==> src/rtl/speicher_arbiter.sv <==
// Round-robin memory arbiter: KANAELE requesters share one memory port, one
// transaction at a time, with an optional per-transaction completion timeout.
module speicher_arbiter #(
    parameter int KANAELE       = 2,
    parameter int DATEN_BREITE  = 32,
    parameter int ADRESS_BREITE = 32,
    parameter int ZEITLIMIT     = 255
) (
    input  logic                               Clock,
    input  logic                               Reset,
    input  logic [KANAELE-1:0]                 LeseAnfrage,
    input  logic [KANAELE-1:0]                 SchreibAnfrage,
    input  logic [KANAELE*ADRESS_BREITE-1:0]   Adresse,
    input  logic [KANAELE*DATEN_BREITE-1:0]    SchreibDaten,
    output logic [DATEN_BREITE-1:0]            DatenRaus,
    output logic [KANAELE-1:0]                 Geladen,
    output logic [KANAELE-1:0]                 Gespeichert,
    output logic [KANAELE-1:0]                 Fehler,
    output logic [ADRESS_BREITE-1:0]           SpeicherAdresse,
    output logic [DATEN_BREITE-1:0]            SpeicherSchreibDaten,
    output logic                               SpeicherLesen,
    output logic                               SpeicherSchreiben,
    input  logic [DATEN_BREITE-1:0]            SpeicherLeseDaten,
    input  logic                               SpeicherFertig
);

    localparam int IDX_W = (KANAELE > 1) ? $clog2(KANAELE) : 1;
    localparam int CNT_W = (ZEITLIMIT > 0) ? $clog2(ZEITLIMIT + 1) : 1;
    localparam logic [IDX_W:0]   KANAELE_L  = (IDX_W + 1)'(KANAELE);
    localparam logic [IDX_W-1:0] PTR_RESET  = IDX_W'(KANAELE - 1);
    localparam logic [CNT_W-1:0] LIMIT_L    = CNT_W'(ZEITLIMIT);
    localparam logic             TIMEOUT_EN = (ZEITLIMIT != 0) ? 1'b1 : 1'b0;

    typedef enum logic [1:0] {
        FREI     = 2'd0,
        AKTIV    = 2'd1,
        QUITTUNG = 2'd2
    } zustand_t;

    zustand_t                  state_q, state_d;
    logic [IDX_W-1:0]          ptr_q, ptr_d;
    logic [IDX_W-1:0]          winner_q, winner_d;
    logic                      schreib_q, schreib_d;
    logic [CNT_W-1:0]          cnt_q, cnt_d;
    logic [ADRESS_BREITE-1:0]  adr_q, adr_d;
    logic [DATEN_BREITE-1:0]   wdat_q, wdat_d;
    logic [DATEN_BREITE-1:0]   rdat_q, rdat_d;
    logic                      lesen_q, lesen_d;
    logic                      schreiben_q, schreiben_d;
    logic [KANAELE-1:0]        geladen_q, geladen_d;
    logic [KANAELE-1:0]        gespeichert_q, gespeichert_d;
    logic [KANAELE-1:0]        fehler_q, fehler_d;

    logic [KANAELE-1:0]        anfrage_s;
    logic                      found_s;
    logic [IDX_W:0]            sum_s;
    logic [IDX_W-1:0]          cand_s;
    logic [CNT_W-1:0]          cnt_inc_s;

    assign anfrage_s = LeseAnfrage | SchreibAnfrage;
    assign cnt_inc_s = cnt_q + {{(CNT_W-1){1'b0}}, 1'b1};

    // Next-state, grant selection and registered-output computation.
    always_comb begin
        state_d       = state_q;
        ptr_d         = ptr_q;
        winner_d      = winner_q;
        schreib_d     = schreib_q;
        cnt_d         = cnt_q;
        adr_d         = adr_q;
        wdat_d        = wdat_q;
        rdat_d        = rdat_q;
        lesen_d       = lesen_q;
        schreiben_d   = schreiben_q;
        geladen_d     = '0;
        gespeichert_d = '0;
        fehler_d      = '0;
        found_s       = 1'b0;
        sum_s         = '0;
        cand_s        = '0;

        case (state_q)
            FREI: begin
                // Scan upward from the channel after the last winner, with wrap.
                for (int i = 1; i <= KANAELE; i++) begin
                    sum_s = {1'b0, ptr_q} + (IDX_W + 1)'(i);
                    if (sum_s >= KANAELE_L) begin
                        sum_s = sum_s - KANAELE_L;
                    end else begin
                        sum_s = sum_s;
                    end
                    cand_s = sum_s[IDX_W-1:0];
                    if (!found_s && anfrage_s[cand_s]) begin
                        found_s   = 1'b1;
                        winner_d  = cand_s;
                        adr_d     = Adresse[cand_s*ADRESS_BREITE +: ADRESS_BREITE];
                        wdat_d    = SchreibDaten[cand_s*DATEN_BREITE +: DATEN_BREITE];
                        schreib_d = SchreibAnfrage[cand_s];
                    end else begin
                        found_s = found_s;
                    end
                end
                if (found_s) begin
                    ptr_d       = winner_d;
                    cnt_d       = '0;
                    lesen_d     = ~schreib_d;
                    schreiben_d = schreib_d;
                    state_d     = AKTIV;
                end else begin
                    state_d = FREI;
                end
            end
            AKTIV: begin
                if (SpeicherFertig) begin
                    lesen_d     = 1'b0;
                    schreiben_d = 1'b0;
                    state_d     = QUITTUNG;
                    if (schreib_q) begin
                        gespeichert_d[winner_q] = 1'b1;
                    end else begin
                        geladen_d[winner_q] = 1'b1;
                        rdat_d              = SpeicherLeseDaten;
                    end
                end else if (TIMEOUT_EN && (cnt_inc_s == LIMIT_L)) begin
                    // Memory never answered: complete with an error flag.
                    lesen_d            = 1'b0;
                    schreiben_d        = 1'b0;
                    state_d            = QUITTUNG;
                    fehler_d[winner_q] = 1'b1;
                    if (schreib_q) begin
                        gespeichert_d[winner_q] = 1'b1;
                    end else begin
                        geladen_d[winner_q] = 1'b1;
                        rdat_d              = '0;
                    end
                end else begin
                    cnt_d = cnt_inc_s;
                end
            end
            QUITTUNG: begin
                state_d = FREI;
            end
            default: begin
                lesen_d     = 1'b0;
                schreiben_d = 1'b0;
                state_d     = FREI;
            end
        endcase
    end

    // State and output registers.
    always_ff @(posedge Clock or posedge Reset) begin
        if (Reset) begin
            state_q       <= FREI;
            ptr_q         <= PTR_RESET;
            winner_q      <= '0;
            schreib_q     <= 1'b0;
            cnt_q         <= '0;
            adr_q         <= '0;
            wdat_q        <= '0;
            rdat_q        <= '0;
            lesen_q       <= 1'b0;
            schreiben_q   <= 1'b0;
            geladen_q     <= '0;
            gespeichert_q <= '0;
            fehler_q      <= '0;
        end else begin
            state_q       <= state_d;
            ptr_q         <= ptr_d;
            winner_q      <= winner_d;
            schreib_q     <= schreib_d;
            cnt_q         <= cnt_d;
            adr_q         <= adr_d;
            wdat_q        <= wdat_d;
            rdat_q        <= rdat_d;
            lesen_q       <= lesen_d;
            schreiben_q   <= schreiben_d;
            geladen_q     <= geladen_d;
            gespeichert_q <= gespeichert_d;
            fehler_q      <= fehler_d;
        end
    end

    assign DatenRaus            = rdat_q;
    assign Geladen              = geladen_q;
    assign Gespeichert          = gespeichert_q;
    assign Fehler               = fehler_q;
    assign SpeicherAdresse      = adr_q;
    assign SpeicherSchreibDaten = wdat_q;
    assign SpeicherLesen        = lesen_q;
    assign SpeicherSchreiben    = schreiben_q;

endmodule
==> config.mk <==
export PLATFORM = sky130hd
export DESIGN_NAME = speicher_arbiter
export DESIGN_NICKNAME = d
export VERILOG_FILES = /design/src/rtl/speicher_arbiter.sv
export SDC_FILE = /design/constraint.sdc
export NUM_CORES = 1
export LEC_CHECK = 0
export CAP_MARGIN = 15
export CELL_PAD_IN_SITES_DETAIL_PLACEMENT = 1
export CELL_PAD_IN_SITES_GLOBAL_PLACEMENT = 1
export CORE_UTILIZATION = 30
export DETAILED_ROUTE_END_ITERATION = 7
export PLACE_DENSITY_LB_ADDON = 0.1
export SLEW_MARGIN = 5
export SYNTH_ARGS = -nofsm -noshare
export SYNTH_HDL_FRONTEND = slang
export SYNTH_SLANG_ARGS = --single-unit
==> constraint.sdc <==
create_clock -name Clock -period 5 [get_ports Clock]
set_input_delay 1 -clock Clock [delete_from_list [all_inputs] [get_ports Clock]]
set_output_delay 1 -clock Clock [all_outputs]
set_load 0.02 [all_outputs]
# [After elaboration in Yosys (flattened, before gate mapping)]
# Cells that the tools add are included.
[totals] reg_bits=117 in_bits=167 wordCells=107
[op_classes] addsub=5 n_lt_le_gt_ge=6 n_eq_ne=7 shift=4 mux=56 bitwise=4 n_reduce_logical=12
[ops] cell="32-bit two-way mux" count=8
[ops] cell="64-bit by 7-bit variable part select with 32-bit output" count=4
[ops] cell="1-bit two-way mux" count=27
[ops] cell="2-bit two-way mux" count=13
[ops] cell="8-bit two-way mux" count=3
[ops] cell="8-bit case mux with 2 select lines" count=1
[ops] cell="8-bit by 1-bit adder with 8-bit output (second input constant)" count=1
[ops] cell="8-bit == test (second input constant)" count=1
[ops] cell="1-bit by 2-bit < comparator with 1-bit output (second input constant)" count=3
[ops] cell="2-bit inequality test (second input constant)" count=3
[ops] cell="1-bit case mux with 3 select lines" count=2
[ops] cell="3-bit AND reduction" count=2
[ops] cell="2-bit nonzero test" count=3
[ops] cell="2-bit greater-or-equal comparator (second input constant)" count=2
[ops] cell="2-bit case mux with 2 select lines" count=1
[ops] cell="2-bit AND reduction" count=2
[ops] cell="4-bit AND reduction" count=1
[ops] cell="3-bit inequality test (second input constant)" count=1
[ops] cell="1-bit NOT" count=3
[ops] cell="1-bit by 1-bit adder with 2-bit output (second input constant)" count=1
[ops] cell="1-bit by 2-bit adder with 2-bit output (second input constant)" count=1
[ops] cell="2-bit by 1-bit == test with 1-bit output (second input constant)" count=1
[ops] cell="2-bit == test (second input constant)" count=1
[ops] cell="1-bit logical AND" count=2
[ops] cell="6 further kinds" count=7

# [Longest topological paths before layout]
# Gate-level depths: netlist of the first run.
[logic_depth] word_depth=15 mapped_depth=7 mapped_depth_nobuf=6

# [Least setup slack after synthesis of the first run]
# No wires, ideal clock.
[synth_timing] kind="input to register" from="in SchreibAnfrage[0]" to="reg adr_q[0] (netlist: SpeicherAdresse[0])" setup_time_ps=132 t_arrival_ps=2043 t_required_ps=4868 setup_slack_ps=2825 stages=6 n_path_buf=2 cell_sequence="or2_1 maj3_2 buf_4 buf_6 mux2i_1 o21ai_1"
[synth_via] elab_chain_cells=9
[synth_rtl] element="start, declared" line="12" rtl="input logic [KANAELE-1:0] SchreibAnfrage,"
[synth_rtl] element="2-bit OR *" line="60" rtl="assign anfrage_s = LeseAnfrage | SchreibAnfrage;"
[synth_rtl] element="1-bit two-way mux (implied by the code) (2 in series)" line="93" rtl="if (!found_s && anfrage_s[cand_s]) begin"
[synth_rtl] element="1-bit two-way mux" line="93"
[synth_rtl] element="1-bit two-way mux" line="82" rtl="case (state_q)"
[synth_rtl] element="1-bit zero test" line="93"
[synth_rtl] element="1-bit logical AND" line="93"
[synth_rtl] element="2-bit nonzero test (no line)"
[synth_rtl] element="2-bit AND reduction (no line)"
[synth_rtl] element="end signal, assigned" line="173" rtl="adr_q <= adr_d;"
[synth_rtl] element="end, declared" line="45" rtl="logic [ADRESS_BREITE-1:0] adr_q, adr_d;"
# Every way passes the cells marked *; elsewhere a longest branch is shown, timed or not. The select of a mux whose other input is x is not followed.
# A chain may end at the register's enable or synchronous reset.

# [Worst setup path in the final report of the first run]
[layout_timing] from="in LeseAnfrage[1]" to="reg adr_q[11] (netlist: SpeicherAdresse[11])"
[layout_via] elab_chain_cells=9
[layout_rtl] element="start, declared" line="11" rtl="input logic [KANAELE-1:0] LeseAnfrage,"
[layout_rtl] element="2-bit OR *" line="60"
[layout_rtl] element="1-bit two-way mux (implied by the code) (2 in series)" line="93"
[layout_rtl] element="1-bit two-way mux" line="93"
[layout_rtl] element="1-bit two-way mux" line="82"
[layout_rtl] element="1-bit zero test" line="93"
[layout_rtl] element="1-bit logical AND" line="93"
[layout_rtl] element="2-bit nonzero test (no line)"
[layout_rtl] element="2-bit AND reduction (no line)"
# Marked as above.

==> impl_summary.md, run 1 <==
Run status
The run finished with clean final reports.

Detailed routing
The iteration-0 DRC count of the detailed router is between 200 and 250. In this run the remaining antenna-violating nets after routing total 0. The final route contains 4898 vias. For this run, the detailed router's first-pass iteration total came to 4. The average wire per cell in the routed design is 18.1 um. The via density per instance is 4.88. The count of unresolved DRC violations after routing is 0.

For this block, the routed nets add up to ~18000 um of wire.

STA
The clock skew is a little under 0.01 ns. The final number of setup-violating endpoints is 0. The worst hold slack is 0.481 ns.

The number of endpoints with negative hold slack in the final report is 0. Counting I/O delays and the setup requirement, the final critical path takes ~2.9 ns. Of the available clock period, the critical path in the final layout requires 0.579. The total negative slack for setup checks is 0 ns. Setup repair after global routing left no endpoint under its margin. The max-slew violation count is 0.

The fmax is around 0.35 GHz. At the pin with the least slew margin, the transition time is roughly 0.94 ns. The worst pin sits at a relative slew slack of 0.374.

Global route
The number of antenna violations at the first check in global routing is 0. The total track usage is 0.190. The via count of the first global-routing pass came to about 5000. The largest net degree at the start of global routing is 91. The aggregate global routing overflow is 0. The first global-routing pass estimated 27100 um of wire.

Placement
Routability-driven placement finished with a final weighted congestion of around 0.80. Port buffering added 270 buffers. The half-perimeter wire length after detailed placement is ~13000 um. After detailed placement, the design holds a cell count of approximately 970.

Logic synthesis
dfrtp_1 takes more of the synthesized area than any other cell. Counting flops with an async set or reset pin after synthesis yields a share of 1.00. Among all flip-flop cells after synthesis, the most frequent one is dfrtp_1.

After synthesis the cells add up to between 5000 and 6000 um^2. The fraction of synthesized cell area taken by the top area cell type is 0.525. In the post-synthesis netlist, the biggest area contributors are dfrtp_1 53%, mux2i_1 12%, o21ai_1 5.6%. The most frequent cell after synthesis is dfrtp_1.

The number of enable flip-flop cells after synthesis is 0. The mean instance size in the synthesized netlist is between 10 and 15 um^2. Counting flops and latches in the post-synthesis netlist gives between 100 and 150. The count of warnings emitted by yosys is 0. Synthesis instantiated a little under 50 different standard cells from the library. By count the netlist is led by 116 x dfrtp_1, 71 x nand2_1, 66 x mux2i_1.

The fraction of the yosys area taken by sequential cells is 0.530. The post-synthesis cell count is 500. The synthesized netlist net count is 669.

Clocking
Clock-pin slew was measured on the worst setup and hold paths at roughly 0.050 ns. The number of sinks on the clock net is 117. The maximum buffer depth of the clock tree is 2. The worst-skew pair later-pin latency is 0.41 ns.

TritonCTS built the clock tree. Hold repair after CTS inserted 0 buffers. The clock tree synthesis step divided the H-tree into 4 levels. The post-cts repair resize count is 0.

Buffers added to address setup during post-CTS repair amount to 0. The root cell of the clock tree is clkbuf_16. The number of buffers inserted during clock tree synthesis is 17.

Setup path
The critical path is of the in -> reg type. The worst register-to-register path has a depth of 5. The internal reg-to-reg setup slack is 2.79 ns. The critical path launch point type is a primary input.

Of all nets on the critical path, the largest fanout is 34. The worst setup path is captured at a flop. The data required time at the worst endpoint is around 5.2 ns. The endpoint arrival time on the critical path is roughly 3.1 ns.

Layout
At the end of the flow the core is filled with cells to 0.497. In the final design database the tool counted just over 900 nets. In the final layout, the share of cells above drive strength 1 is 0.0619.

The post-layout instance count excluding filler cells is around 1000. After filler insertion, the fill cell instance count of the layout stands at between 1500 and 2000. Relative to the synthesized area, the layout overhead comes to 61.9%.

0 antenna diodes ended up in the layout.

Floorplan
The die area is 19000 um^2. The total area inside the core boundary comes to 18000 um^2. The I/O pin count is 271. The overall die width is ~140 um.

The starting utilization of the core area is 0.307. From bottom edge to top edge, the die measures 138 um. The site row count is around 50.

Job
The count of maximum capacitance violations is 0.

Hold path
Along the worst hold path, the cell count comes to 2. The path class of the lowest-slack min-delay path is reg -> reg.

Pwr
The power density over the cells is ~600 nW/um^2. VDD sags by at most 0.000288 V. The total chip power is 0.00546 W. The leakage component of the power is approximately 3.8 nW.
final timing paths:
path                                                        end                                  from
max                             SpeicherAdresse[11]$_DFFE_PP0P_                        LeseAnfrage[1]
min                        SpeicherSchreibDaten[20]$_DFFE_PP0P_  SpeicherSchreibDaten[20]$_DFFE_PP0P_
max reg2reg                SpeicherSchreibDaten[29]$_DFFE_PP0P_                state_q[0]$_DFFE_PP0P_
min reg2reg                SpeicherSchreibDaten[20]$_DFFE_PP0P_  SpeicherSchreibDaten[20]$_DFFE_PP0P_
max in group asynchronous        SpeicherAdresse[7]$_DFFE_PP0P_                                 Reset
min in group asynchronous       SpeicherAdresse[29]$_DFFE_PP0P_                                 Reset
cells in the final DEF (no fill, tap or decap), types with 3 or more instances in the layout:
| cell type | Yosys | routed |
|---|---|---|
| nor2_1 | 8 | 8 |
| nor4_1 | 4 | 4 |
| bufinv_16 | 0 | 3 |
| clkbuf_16 | 0 | 17 |
| a21oi_1 | 4 | 4 |
| o21ai_1 | 62 | 62 |
| a21o_1 | 33 | 33 |
| mux2i_1 | 66 | 66 |
| o211ai_1 | 3 | 3 |
| nand3_1 | 6 | 6 |
| dfrtp_1 | 116 | 116 |
| o21ai_0 | 8 | 8 |
| clkinv_2 | 0 | 5 |
| buf_4 | 7 | 6 |
| clkbuf_8 | 0 | 4 |
| nand2b_1 | 4 | 3 |
| nor3_1 | 6 | 6 |
| nand2_1 | 71 | 71 |
| inv_1 | 7 | 6 |
| clkdlybuf4s50_1 | 0 | 270 |
| a22o_1 | 32 | 32 |
cell families (layout without fill, tap and decap cells):
group	after synthesis	after routing	share of synthesized area
AND/OR/NAND/NOR	114	114	0.0964
flip-flops	117	117	0.530
adder cells (fa/ha/maj)	3	3	0.00656
multiplexers	67	67	0.122
AO/OA/AOI/OAI	154	154	0.187
XOR/XNOR	4	4	0.00770
buffers and inverters	41	316	0.0514
final cells by class:
class                           instances  area [um^2]  share of cell area
Sequential cell                       117         2930               0.327
Clock buffer                           23          488              0.0545
Tap cell                              229          287              0.0320
Multi-Input combinational cell        342         2330               0.260
Clock inverter                          9          124              0.0138
Timing Repair Buffer                  277         2770               0.309
Inverter                                7         28.8             0.00322
report_power, final:
group / internal, W / leakage, nW / switching, W
registers: 0.00135 / 1.36 / 0.000263
clock network: 0.000833 / 0.307 / 0.000428
logic: 0.00124 / 2.09 / 0.00135
state kept, by name, indices dropped and copies added (netlist names), 2 cells and up:
name	count
DatenRaus	32
cnt_q	8
state_q	2
SpeicherAdresse	32
Gespeichert	2
Geladen	2
Fehler	2
SpeicherSchreibDaten	32
worst max-delay path, cell delays in order:
cell	delay, ns
clkdlybuf4s50_1	0.53
nor2_1	0.23
maj3_4	0.60
buf_4	0.39
mux2i_1	0.26
o21ai_0	0.11
metrics by stage:
| step | setup WS, ns | cell area (um^2) |
|---|---|---|
| 5_1_grt | 1.89 | 8950 |
| 6_report | 2.11 | 8950 |
| 2_1_floorplan | 0.901 | 5530 |
| 4_1_cts | 2.06 | 8950 |
| 3_5_place_dp | 1.63 | 8340 |
| 3_3_place_gp | 1.70 | 8340 |
per-layer routing:
metal | up-vias | global-route usage | part of all wire
li1 | 2319 | - | -
met1 | 2411 | 0.212 | 0.39
met2 | 146 | 0.342 | 0.53
met3 | 22 | 0.0574 | 0.062
met4 | 0 | 0.0628 | 0.021
met5 | - | 0 | 0
No activity file was read; power rests on OpenSTA's default activity.
==> inputs of run 2 (changes only) <==
==> constraint.sdc (replaced) <==
create_clock -name Clock -period 2.8 [get_ports Clock]
set_input_delay 0.56 -clock Clock [delete_from_list [all_inputs] [get_ports Clock]]
set_output_delay 0.56 -clock Clock [all_outputs]
set_load 0.02 [all_outputs]
==> impl_summary.md, run 2 (synthesis results as in run 1) <==
Setup path
The endpoint arrival time on the critical path is 2.48 ns (-0.65 ns). The largest stage delay on the critical path is 0.66 ns (+0.06 ns). The buffers plus inverters on the worst setup path is 1 (-1). The maximum fanout count along the critical path came to 32 (-5.9%). The classification of the worst setup path is reg -> reg. The slowest stage of the critical path is the or3b_1 cell.

The data required time at the worst endpoint is 3.14 ns (-2.10 ns). The internal reg-to-reg setup slack is 0.67 ns (-2.12 ns). The critical path launch point type is a flop. Walking the worst path, the cells encountered are or3b_1, nor2_4, buf_4, a22o_1, a21o_1.

On the critical path the largest part of the delay comes from simple AND/OR/NAND/NOR gates. STA classifies the critical path endpoint as a flop.

Global route
The largest net degree at the start of global routing is 118 (+30%). The first-pass GRT wire length was 26700 um (-1.4%). The aggregate global routing overflow is 0 (unchanged). The via count of the first global-routing pass is 4944 (-0.50%). The number of antenna violations at the first check in global routing is 0 (unchanged). The met2 global-route usage was 0.326 (-0.0168). The met1 usage is 0.215 (+0.00351). The met3 track demand over resource in global routing is 0.0636 (+0.00625). The total track usage is 0.186 (-0.00365). The most used routing layer in global routing is met2.

Floorplan
The core area came to 18000 um^2 (unchanged). The die area came to 19000 um^2 (unchanged). The height of the chip came to 138 um (unchanged). The overall die width was 138 um (unchanged). The I/O pin count is 271 (unchanged). The site row count is 49 (unchanged). The starting utilization of the core area is 0.307 (unchanged).

Clocking
The worst-skew pair later-pin latency was 0.41 ns (about the same). The post-cts repair resize count came to 0 (unchanged). The CTS tree is yes. The hold buffer count at cts came to 0 (unchanged).

The number of buffers inserted during clock tree synthesis is 17 (unchanged). The number of setup buffers added after CTS is 0 (unchanged). The clock-pin slew on the worst setup and hold paths was 0.06 ns (about the same).

The number of sinks on the clock net came to 117 (unchanged). The count of H-tree levels built during CTS came to 4 (unchanged). The root cell of the clock tree is clkbuf_16. The maximum buffer depth of the clock tree is 2 (unchanged).

STA
In the finished design, the share of the clock period the worst path needs comes to 0.762. The number of endpoints with negative hold slack in the final report is 0 (unchanged). For the finished layout, the period the worst path requires is around 2.1 ns. The clock skew was 0.00784 ns (-0.00201 ns). The final number of setup-violating endpoints came to 0 (unchanged). Setup repair after global routing left no endpoint under its margin. The total negative slack for setup checks is 0 ns (unchanged). The slew at the pin closest to its max-slew limit is 0.650 ns (-0.289 ns). The max-slew violation count is 0 (unchanged). The fmax is about 0.47 GHz. The tightest slew margin relative to the limit is 0.567 (+0.193).

Run status
The run finished with clean final reports.

Detailed routing
The count of unresolved DRC violations after routing is 0 (unchanged). The average wire per cell in the routed design came to 17.6 um (-2.8%). The routed wire length is 17700 um (-2.8%). The number of detailed-route iterations in the first pass came to 4 (unchanged). The iteration-0 DRC count of the detailed router came to 147 (-37%).

The via density per instance came to 4.79 (-1.8%). The number of routed nets with antenna violations was 0 (unchanged). The count of vias placed by the detailed router came to 4812 (-1.8%).

Layout
The share of post-route cells with drive strength above 1 came to 0.0632 (+0.00129). The count of nets after finishing is 932 (+0.11%). The commonest non-fill, non-tap cell in the layout is clkdlybuf4s50_1. The count of inserted antenna diode cells is 0 (unchanged). In the layout the commonest cells are 270 x clkdlybuf4s50_1, 116 x dfrtp_1, 71 x nand2_1, 66 x mux2i_1, 62 x o21ai_1. Compared with the post-synthesis result, the final layout area differs by 63.6%. The fraction of the core area covered by cells at the end of the flow was 0.502 (+0.00521).

Pwr
The leakage component of the power came to 3.78 nW (+0.48%). The worst IR drop on VDD is 0.000553 V (+92%). The power density over the cells is 1100 nW/um^2 (+80%).

Placement
The routability congestion estimate from global placement is 0.754 (-5.3%). The half-perimeter wire length after detailed placement is 12700 um (-4.6%). The count of port buffers added during placement is 270 (unchanged).

Job
The count of maximum capacitance violations is 0 (unchanged).

Hold path
The path class of the lowest-slack min-delay path is reg -> reg.
## run 2: cell count changes in the layout (fill, tap and decap cells not counted), sizes merged
cell      change
bufinv        +2
clkbuf        -4
clkinv        -2
buf           +1
inv           -1
clkinvlp      +4
## run 2: metal layers
layer	part of all wire	wire, um
met1	0.39	6880
met2	0.52	9210
met3	0.075	1330
met4	0.014	251
met5	0	0
## run 2: metrics by stage
stage	hold WS (ns)	cells	worst slack (ns)	cell area (um^2)	total power, W
after global placement	0.467	973	0.439	8400	0.00747
after floorplan	0.465	500	0.813	5530	0.00556
after detailed placement	0.474	973	0.396	8400	0.00763
after global routing	0.507	1004	0.552	9040	0.0106
final	0.484	1004	0.665	9040	0.00993
after CTS	0.487	1004	0.661	9040	0.0101
## run 2: path summary, 6_finish.rpt
kind | from | to | cells after the start
worst max-delay path | state_q[0]$_DFFE_PP0P_ | DatenRaus[23]$_DFFE_PP0P_ | 5
worst min-delay path | SpeicherSchreibDaten[4]$_DFFE_PP0P_ | SpeicherSchreibDaten[4]$_DFFE_PP0P_ | 2
min in group asynchronous | Reset | SpeicherSchreibDaten[0]$_DFFE_PP0P_ | 3
worst min register to register | SpeicherSchreibDaten[4]$_DFFE_PP0P_ | SpeicherSchreibDaten[4]$_DFFE_PP0P_ | 2
worst max register to register | state_q[0]$_DFFE_PP0P_ | DatenRaus[23]$_DFFE_PP0P_ | 5
max in group asynchronous | Reset | SpeicherAdresse[14]$_DFFE_PP0P_ | 3
## run 2: final cells by class
class                      count  area [um^2]
clock inverter                12          204
multi-input combinational    342         2330
tap                          229          287
fill                        1927         8980
sequential                   117         2930
inverter                       7         30.0
clock buffer                  19          443
timing repair buffer         278         2830
## run 2: tightest hold or removal path, cell delays in order (launching register included)
cell	delay, ns
dfrtp_1	0.33
nand2_1	0.05
o21ai_1	0.06
## run 2: where the power goes
part	total, W	switching [W]	internal (W)	leakage (nW)
clock network	0.00239	0.000791	0.00160	0.305
logic	0.00466	0.00238	0.00228	2.11
registers	0.00289	0.000480	0.00241	1.36
